[src/rtl/gshare_btb.sv]
// gshare_btb: gshare direction predictor with a set-associative branch target buffer.
//
// Purpose:
//   IF side: a combinational lookup of pc_if in the BTB and the PHT gives the predicted
//   direction and next PC. The global history register (GHR) shifts speculatively on a
//   BTB hit.
//   EX side: resolved branches train the PHT and the BTB. A misprediction restores the
//   GHR from the history the branch carried down the pipe. EX updates are never
//   bypassed to a same-cycle IF lookup.
//
// Ports:
//   clk, rst                    clock; asynchronous active-high reset
//   if_valid, pc_if             fetch slot valid, fetch PC
//   npc_pred, pred_taken        predicted next PC and direction
//   pred_ghr                    pre-shift GHR used for this prediction
//   ex_valid, ex_is_br          EX slot valid, EX instruction is a conditional branch
//   ex_taken, ex_pc, ex_target  actual outcome, EX PC, resolved branch target
//   ex_pred_taken, ex_ghr       prediction and history carried from IF
//   ex_mispredict               EX branch resolved against its prediction
//   cnt_correct, cnt_wrong      saturating prediction statistics
module gshare_btb #(
    parameter int unsigned SETS_LOG2 = 2,
    parameter int unsigned WAYS      = 2,
    parameter int unsigned GHR_LEN   = 4,
    parameter int unsigned PHT_LOG2  = 6,
    parameter int unsigned CNT_W     = 32
) (
    input  logic               clk,
    input  logic               rst,
    input  logic               if_valid,
    input  logic [31:0]        pc_if,
    output logic [31:0]        npc_pred,
    output logic               pred_taken,
    output logic [GHR_LEN-1:0] pred_ghr,
    input  logic               ex_valid,
    input  logic               ex_is_br,
    input  logic               ex_taken,
    input  logic [31:0]        ex_pc,
    input  logic [31:0]        ex_target,
    input  logic               ex_pred_taken,
    input  logic [GHR_LEN-1:0] ex_ghr,
    output logic               ex_mispredict,
    output logic [CNT_W-1:0]   cnt_correct,
    output logic [CNT_W-1:0]   cnt_wrong
);

    localparam int unsigned SETS  = 1 << SETS_LOG2;
    localparam int unsigned WAY_W = (WAYS > 1) ? $clog2(WAYS) : 1;
    localparam int unsigned TAG_W = 30 - SETS_LOG2;
    localparam int unsigned PHT_N = 1 << PHT_LOG2;

    // BTB storage
    logic [WAYS-1:0]  r_valid  [SETS];
    logic [TAG_W-1:0] r_tag    [SETS][WAYS];
    logic [31:0]      r_target [SETS][WAYS];
    logic [WAY_W-1:0] r_age    [SETS][WAYS];

    // Predictor state
    logic [1:0]         r_pht [PHT_N];
    logic [GHR_LEN-1:0] r_ghr;
    logic [CNT_W-1:0]   r_cnt_correct;
    logic [CNT_W-1:0]   r_cnt_wrong;

    // IF lookup
    logic [SETS_LOG2-1:0] w_if_set;
    logic [TAG_W-1:0]     w_if_tag;
    logic [PHT_LOG2-1:0]  w_if_idx;
    logic                 w_if_hit;
    logic [31:0]          w_if_target;
    logic                 w_if_taken;

    assign w_if_set = pc_if[SETS_LOG2+1:2];
    assign w_if_tag = pc_if[31:SETS_LOG2+2];
    assign w_if_idx = pc_if[PHT_LOG2+1:2] ^ PHT_LOG2'(r_ghr);

    always_comb begin
        w_if_hit    = 1'b0;
        w_if_target = '0;
        for (int i = 0; i < WAYS; i++) begin
            if (r_valid[w_if_set][i] && (r_tag[w_if_set][i] == w_if_tag)) begin
                w_if_hit    = 1'b1;
                w_if_target = r_target[w_if_set][i];
            end
        end
    end

    // Gating with rst keeps the outputs at their reset values for the whole reset window.
    assign w_if_taken = w_if_hit & r_pht[w_if_idx][1] & ~rst;
    assign pred_taken = w_if_taken;
    assign npc_pred   = w_if_taken ? w_if_target : pc_if + 32'd4;
    assign pred_ghr   = rst ? '0 : r_ghr;

    // EX lookup and replacement choice
    logic [SETS_LOG2-1:0] w_ex_set;
    logic [TAG_W-1:0]     w_ex_tag;
    logic [PHT_LOG2-1:0]  w_ex_idx;
    logic                 w_ex_hit;
    logic [WAY_W-1:0]     w_ex_hit_way;
    logic                 w_found_inv;
    logic [WAY_W-1:0]     w_inv_way;
    logic [WAY_W-1:0]     w_old_way;
    logic [WAY_W-1:0]     w_max_age;
    logic [WAY_W-1:0]     w_touch_way;
    logic [WAY_W-1:0]     w_touch_age;
    logic                 w_ex_br;
    logic                 w_ex_touch;
    logic                 w_ex_stale;

    assign w_ex_set = ex_pc[SETS_LOG2+1:2];
    assign w_ex_tag = ex_pc[31:SETS_LOG2+2];
    assign w_ex_idx = ex_pc[PHT_LOG2+1:2] ^ PHT_LOG2'(ex_ghr);

    always_comb begin
        w_ex_hit     = 1'b0;
        w_ex_hit_way = '0;
        w_found_inv  = 1'b0;
        w_inv_way    = '0;
        w_old_way    = '0;
        w_max_age    = '0;
        for (int i = 0; i < WAYS; i++) begin
            if (r_valid[w_ex_set][i] && (r_tag[w_ex_set][i] == w_ex_tag)) begin
                w_ex_hit     = 1'b1;
                w_ex_hit_way = WAY_W'(i);
            end
            if (!w_found_inv && !r_valid[w_ex_set][i]) begin
                w_found_inv = 1'b1;
                w_inv_way   = WAY_W'(i);
            end
            if (r_age[w_ex_set][i] > w_max_age) begin
                w_max_age = r_age[w_ex_set][i];
                w_old_way = WAY_W'(i);
            end
        end
    end

    assign w_ex_br       = ex_valid & ex_is_br;
    assign ex_mispredict = w_ex_br & (ex_taken != ex_pred_taken);
    // A not-taken miss leaves the BTB (including LRU) untouched.
    assign w_ex_touch    = w_ex_br & (w_ex_hit | ex_taken);
    assign w_touch_way   = w_ex_hit ? w_ex_hit_way : (w_found_inv ? w_inv_way : w_old_way);
    assign w_touch_age   = r_age[w_ex_set][w_touch_way];
    // A non-branch that hits means the entry is stale (e.g. code was overwritten).
    assign w_ex_stale    = ex_valid & ~ex_is_br & w_ex_hit;

    always_ff @(posedge clk or posedge rst) begin
        if (rst) begin
            for (int s = 0; s < SETS; s++) begin
                r_valid[s] <= '0;
                for (int w = 0; w < WAYS; w++) begin
                    r_tag[s][w]    <= '0;
                    r_target[s][w] <= '0;
                    r_age[s][w]    <= WAY_W'(w);
                end
            end
            for (int p = 0; p < PHT_N; p++) begin
                r_pht[p] <= 2'b01;
            end
            r_ghr         <= '0;
            r_cnt_correct <= '0;
            r_cnt_wrong   <= '0;
        end else begin
            if (w_ex_touch) begin
                for (int i = 0; i < WAYS; i++) begin
                    if (WAY_W'(i) == w_touch_way) begin
                        r_age[w_ex_set][i] <= '0;
                    end else if (r_age[w_ex_set][i] < w_touch_age) begin
                        r_age[w_ex_set][i] <= r_age[w_ex_set][i] + WAY_W'(1);
                    end
                end
                r_target[w_ex_set][w_touch_way] <= ex_target;
                if (!w_ex_hit) begin
                    r_valid[w_ex_set][w_touch_way] <= 1'b1;
                    r_tag[w_ex_set][w_touch_way]   <= w_ex_tag;
                end
            end
            if (w_ex_stale) begin
                r_valid[w_ex_set][w_ex_hit_way] <= 1'b0;
            end

            if (w_ex_br) begin
                if (ex_taken && (r_pht[w_ex_idx] != 2'b11)) begin
                    r_pht[w_ex_idx] <= r_pht[w_ex_idx] + 2'b01;
                end else if (!ex_taken && (r_pht[w_ex_idx] != 2'b00)) begin
                    r_pht[w_ex_idx] <= r_pht[w_ex_idx] - 2'b01;
                end
                if (ex_mispredict) begin
                    if (r_cnt_wrong != '1) r_cnt_wrong <= r_cnt_wrong + CNT_W'(1);
                end else begin
                    if (r_cnt_correct != '1) r_cnt_correct <= r_cnt_correct + CNT_W'(1);
                end
            end

            // Recovery from EX wins over the speculative IF shift.
            if (ex_mispredict) begin
                r_ghr <= {ex_ghr[GHR_LEN-2:0], ex_taken};
            end else if (if_valid && w_if_hit) begin
                r_ghr <= {r_ghr[GHR_LEN-2:0], w_if_taken};
            end
        end
    end

    assign cnt_correct = r_cnt_correct;
    assign cnt_wrong   = r_cnt_wrong;

endmodule

[config.mk]
export PLATFORM = sky130hd
export DESIGN_NAME = gshare_btb
export DESIGN_NICKNAME = d
export VERILOG_FILES = /design/src/rtl/gshare_btb.sv
export SDC_FILE = /design/constraint.sdc
export NUM_CORES = 2
export LEC_CHECK = 0
export CAP_MARGIN = 20
export CORE_ASPECT_RATIO = 0.9
export CORE_MARGIN = 8
export CORE_UTILIZATION = 54
export CTS_CLUSTER_DIAMETER = 30
export DETAILED_ROUTE_END_ITERATION = 6
export PLACE_DENSITY = 0.73
export REMOVE_ABC_BUFFERS = 1
export SLEW_MARGIN = 20
export SYNTH_ARGS = -nofsm -noshare
export SYNTH_HDL_FRONTEND = slang
export SYNTH_SLANG_ARGS = --single-unit
[constraint.sdc]
create_clock -name clk -period 25.7 [get_ports clk]
set_input_delay 3.855 -clock clk [delete_from_list [all_inputs] [get_ports clk]]
set_output_delay 3.855 -clock clk [all_outputs]
set_load 0.005 [all_outputs]
==> out/metrics.csv <==
stage,metric,value,unit
cells_and_area,Final #Nets,2974,
logic_synthesis,post-synthesis mux area share,32.7,%
clocking,CTS Buf Count,145,
logic_synthesis,Async SR Flop Fraction,100,%
drt,WL/cell,26.5,um
power_and_ir_drop,logic gate share of total power,19.5,%
clocking,Sink Count,692,
placed_design,placed cell areas,38800,sq um
floorplanning,die height,261,um
floorplanning,die outline area,75400,sq um
power_and_ir_drop,clock power share,45.0,%
logic_synthesis,combinational family with the most area after synthesis,multiplexers,
logic_synthesis,Yosys cell types,72,
timing,min cycle time layout,13.76,ns
floorplanning,Top-Level Pins,209,
cells_and_area,post-layout instance area,44200,sq um
logic_synthesis,XOR/XNOR Fraction of Synth Area,4.80,%
timing,max-slew violations,0,
clocking,Resized cells post-CTS,0,
power_and_ir_drop,share of power burned in registers,35.5,%
drt,initial drt markers,2498,
clocking,post-CTS setup buffers,0,
logic_synthesis,post-synthesis area per instance,13.7,sq um
drt,ANT nets after route,0,
timing,RSZ-0062 raised after global routing,no,
global_route,first-pass GRT wire length,159000,um
clocking,htree depth,4,
global_route,largest net degree at the start of global routing,178,
power_and_ir_drop,Switching Power,1.20,mW
global_route,initial antenna violation count,4,
setup_path,Worst EP arrival,9.91,ns
power_and_ir_drop,Sw Ratio,26.4,%
timing,Max-slew headroom,18.3,%
drt,DRC,0,
floorplanning,core area,66600,sq um
clocking,clk buf depth,3,
placed_design,IO Port Bufs,206,
logic_synthesis,Mapped Area,36100,sq um
timing,Worst Skew,0.0260,ns
global_route,number of global-route vias before repair,26253,
timing,final hold slack,0.479,ns
logic_synthesis,post-synthesis cell count,2644,
global_route,global-route usage over all layers,27.4,%
logic_synthesis,number of synthesized flops with an enable pin,0,
global_route,met3 usage,7.64,%
power_and_ir_drop,pwr dens,103,nW/um^2
timing,Worst-Margin Slew,1.22,ns
logic_synthesis,post-synthesis register bit count,692,
setup_path,CP bufs+invs,8,
logic_synthesis,simple-gate area share of the yosys netlist,7.10,%
outcome,status,completed,
logic_synthesis,Synth Area in Adders,0.173,%
setup_path,Startpoint Class,input pin,
cells_and_area,layout cells sized above 1,37.0,%
timing,Final setup viols,0,
run,max-cap viol count,0,
global_route,GR Overflow Total,0,
setup_path,crit-path max cell delay,0.70,ns
cells_and_area,area grow syn2layout,22.5,%
setup_path,Worst path slowest cell,buf_4,
setup_path,Critical Path RT,21.84,ns
logic_synthesis,sequential fraction of the synthesis area,48.2,%
setup_path,kind of critical path,in2out,
power_and_ir_drop,Leakage,18.9,nW
timing,final hold vios,0,
placed_design,gp weighted congestion,0.889,
clocking,CTS Root Cell,clkbuf_16,
setup_path,CP dominant cell by count,buf_4,
placed_design,Post-DP HPWL,65800,um
setup_path,Crit. End Element,output port,
clocking,worst-skew pair later-pin latency,0.71,ns
setup_path,worst path cell trace,buf_6 > buf_4 > buf_4 > xor2_1 > buf_4 > mux4_2 > mux4_2 > mux4_2 > and2_1 > buf_4 > nand2b_1 > buf_4 > inv_1 > mux2i_1 > clkdlybuf4s50_1,
setup_path,"delay-heaviest family, CP",buffers and inverters,
global_route,GR Layer Usage met2,43.2,%
clocking,hold buffers post-CTS,0,
drt,Routed WL,102000,um
clocking,"Reg clk slew, reported paths",0.04,ns
drt,drt pass-1 iters,7,
logic_synthesis,main flop type after synthesis,dfrtp_1,
floorplanning,Die W,289,um
timing,setup TNS,0,ns
power_and_ir_drop,Max VDD drop,53.0,uV
floorplanning,Rows,90,
setup_path,critical path peak fanout,54,
global_route,GRT busiest layer,met2,
clocking,CTS tree,built,
power_and_ir_drop,P_int,3.35,mW
logic_synthesis,Compound-Gate Fraction of Synth Area,4.18,%
global_route,met1 GRT Util,36.3,%
timing,Max Freq,0.0727,GHz
drt,vias,24677,
timing,period utilization,53.6,%
drt,post-DR vias/cell,6.40,
min_path,hold crit path type,reg2reg,
floorplanning,Initial Util,54.3,%
logic_synthesis,yosys warns,0,
==> layout make-up <==
cell class                 instances  area (sq um)
fill                            4540         22300
multi-input combinational       1748         17800
sequential                       692         17400
clock buffer                     191          4170
timing repair buffer             253          2430
clock inverter                    77          1270
tap                              874          1090
inverter                          22          90.1
antenna                            1          2.50
==> metal layers <==
| metal | share of wire [%] | wire (um) | vias up |
|---|---|---|---|
| met5 | 0.036 | 37 | - |
| met4 | 3.0 | 3050 | 6 |
| met3 | 8.9 | 9090 | 220 |
| met2 | 48 | 49000 | 1095 |
| met1 | 40 | 41100 | 12938 |
| li1 | - | - | 10418 |
==> flip-flops by register name, summed over array words and instances (netlist names) <==
| register | flops |
|---|---|
| cnt_correct | 32 |
| cnt_wrong | 32 |
| r_age | 8 |
| r_ghr | 4 |
| r_pht | 128 |
| r_tag | 224 |
| r_target | 256 |
| r_valid | 8 |
==> worst register-to-register path, delay by kind of cell (launching register included) <==
family	cells	cell delay (ns)
xor+xnor	1	0.52
buf+inv	2	0.75
simple gates	3	1.93
mux	2	0.86
compound gates	1	0.12
flops	1	0.40
==> cells in the mapped netlist, drive strengths merged, types with 12 or more instances <==
master | n | share of area, %
inv | 22 | 0.23
nand3 | 41 | 0.58
nor3 | 28 | 0.58
clkbuf | 86 | 0.89
o21ai | 59 | 0.82
nor4 | 15 | 0.35
and4 | 14 | 0.34
dfstp | 68 | 4.9
a2bb2oi | 12 | 0.29
xnor2 | 153 | 3.7
mux2i | 54 | 1.5
nor2 | 89 | 0.95
or3b | 26 | 0.63
nand2b | 16 | 0.28
and3 | 30 | 0.52
nand2 | 129 | 1.3
mux4 | 197 | 12
o22ai | 35 | 0.61
xor2 | 44 | 1.1
nand4 | 45 | 0.78
mux2 | 604 | 19
buf | 96 | 1.7
a22oi | 45 | 0.94
dfrtp | 624 | 43
==> kinds of logic (layout without fill, tap and decap cells) <==
kind of cell | Yosys count | in the layout
AOI/OAI and AO/OA | 218 | 218
xor gates and xnor gates | 197 | 197
adders and majority gates | 5 | 5
buffers and inverters | 204 | 543
DFF | 692 | 692
muxes | 855 | 855
other | 0 | 1
and+or+nand+nor | 473 | 473
==> power groups by stage <==
stage,Sequential (mW),Clock [mW],Combinational (mW)
final,1.62,2.05,0.889
after global routing,1.65,2.13,0.949
after CTS,1.61,2.07,0.888
after detailed placement,1.62,0,0.877
after global placement,1.58,0,0.845
after floorplan,1.55,0,0.636
==> metrics by stage <==
stage	util [%]	total power [mW]	instances	setup slack [ns]
after floorplan	-	2.19	2462	0.986
after global placement	58.3	2.43	3589	12.03
after detailed placement	58.3	2.50	3589	11.95
after CTS	66.5	4.57	3857	11.94
after global routing	66.5	4.73	3857	11.64
final	66.5	4.55	3858	11.94
==> path summary, 6_finish.rpt <==
| path | depth (start not counted) | slack, ns | from | end |
|---|---|---|---|---|
| worst min-delay path | 1 | 0.48 | r_target[76]$_DFFE_PP0P_ | r_target[76]$_DFFE_PP0P_ |
| worst min register to register | 1 | 0.48 | r_target[76]$_DFFE_PP0P_ | r_target[76]$_DFFE_PP0P_ |
| max in group asynchronous | 4 | 19.66 | rst | r_tag[103]$_DFFE_PP0P_ |
| worst max-delay path | 15 | 11.94 | pc_if[3] | npc_pred[30] |
| min in group asynchronous | 2 | 3.81 | rst | r_pht[107]$_DFFE_PP0P_ |
| worst max register to register | 9 | 20.98 | r_tag[122]$_DFFE_PP0P_ | r_tag[23]$_DFFE_PP0P_ |
==> placed cells by master, fill, tap and decap left out, types with 68 or more instances in the layout <==
master	instances
dfrtp_1	624
mux2_2	463
clkdlybuf4s50_1	202
mux4_2	197
xnor2_1	151
clkbuf_16	151
mux2_1	131
nand2_1	128
nor2_1	86
dfstp_2	68
Power figures use the tool's default switching activity.
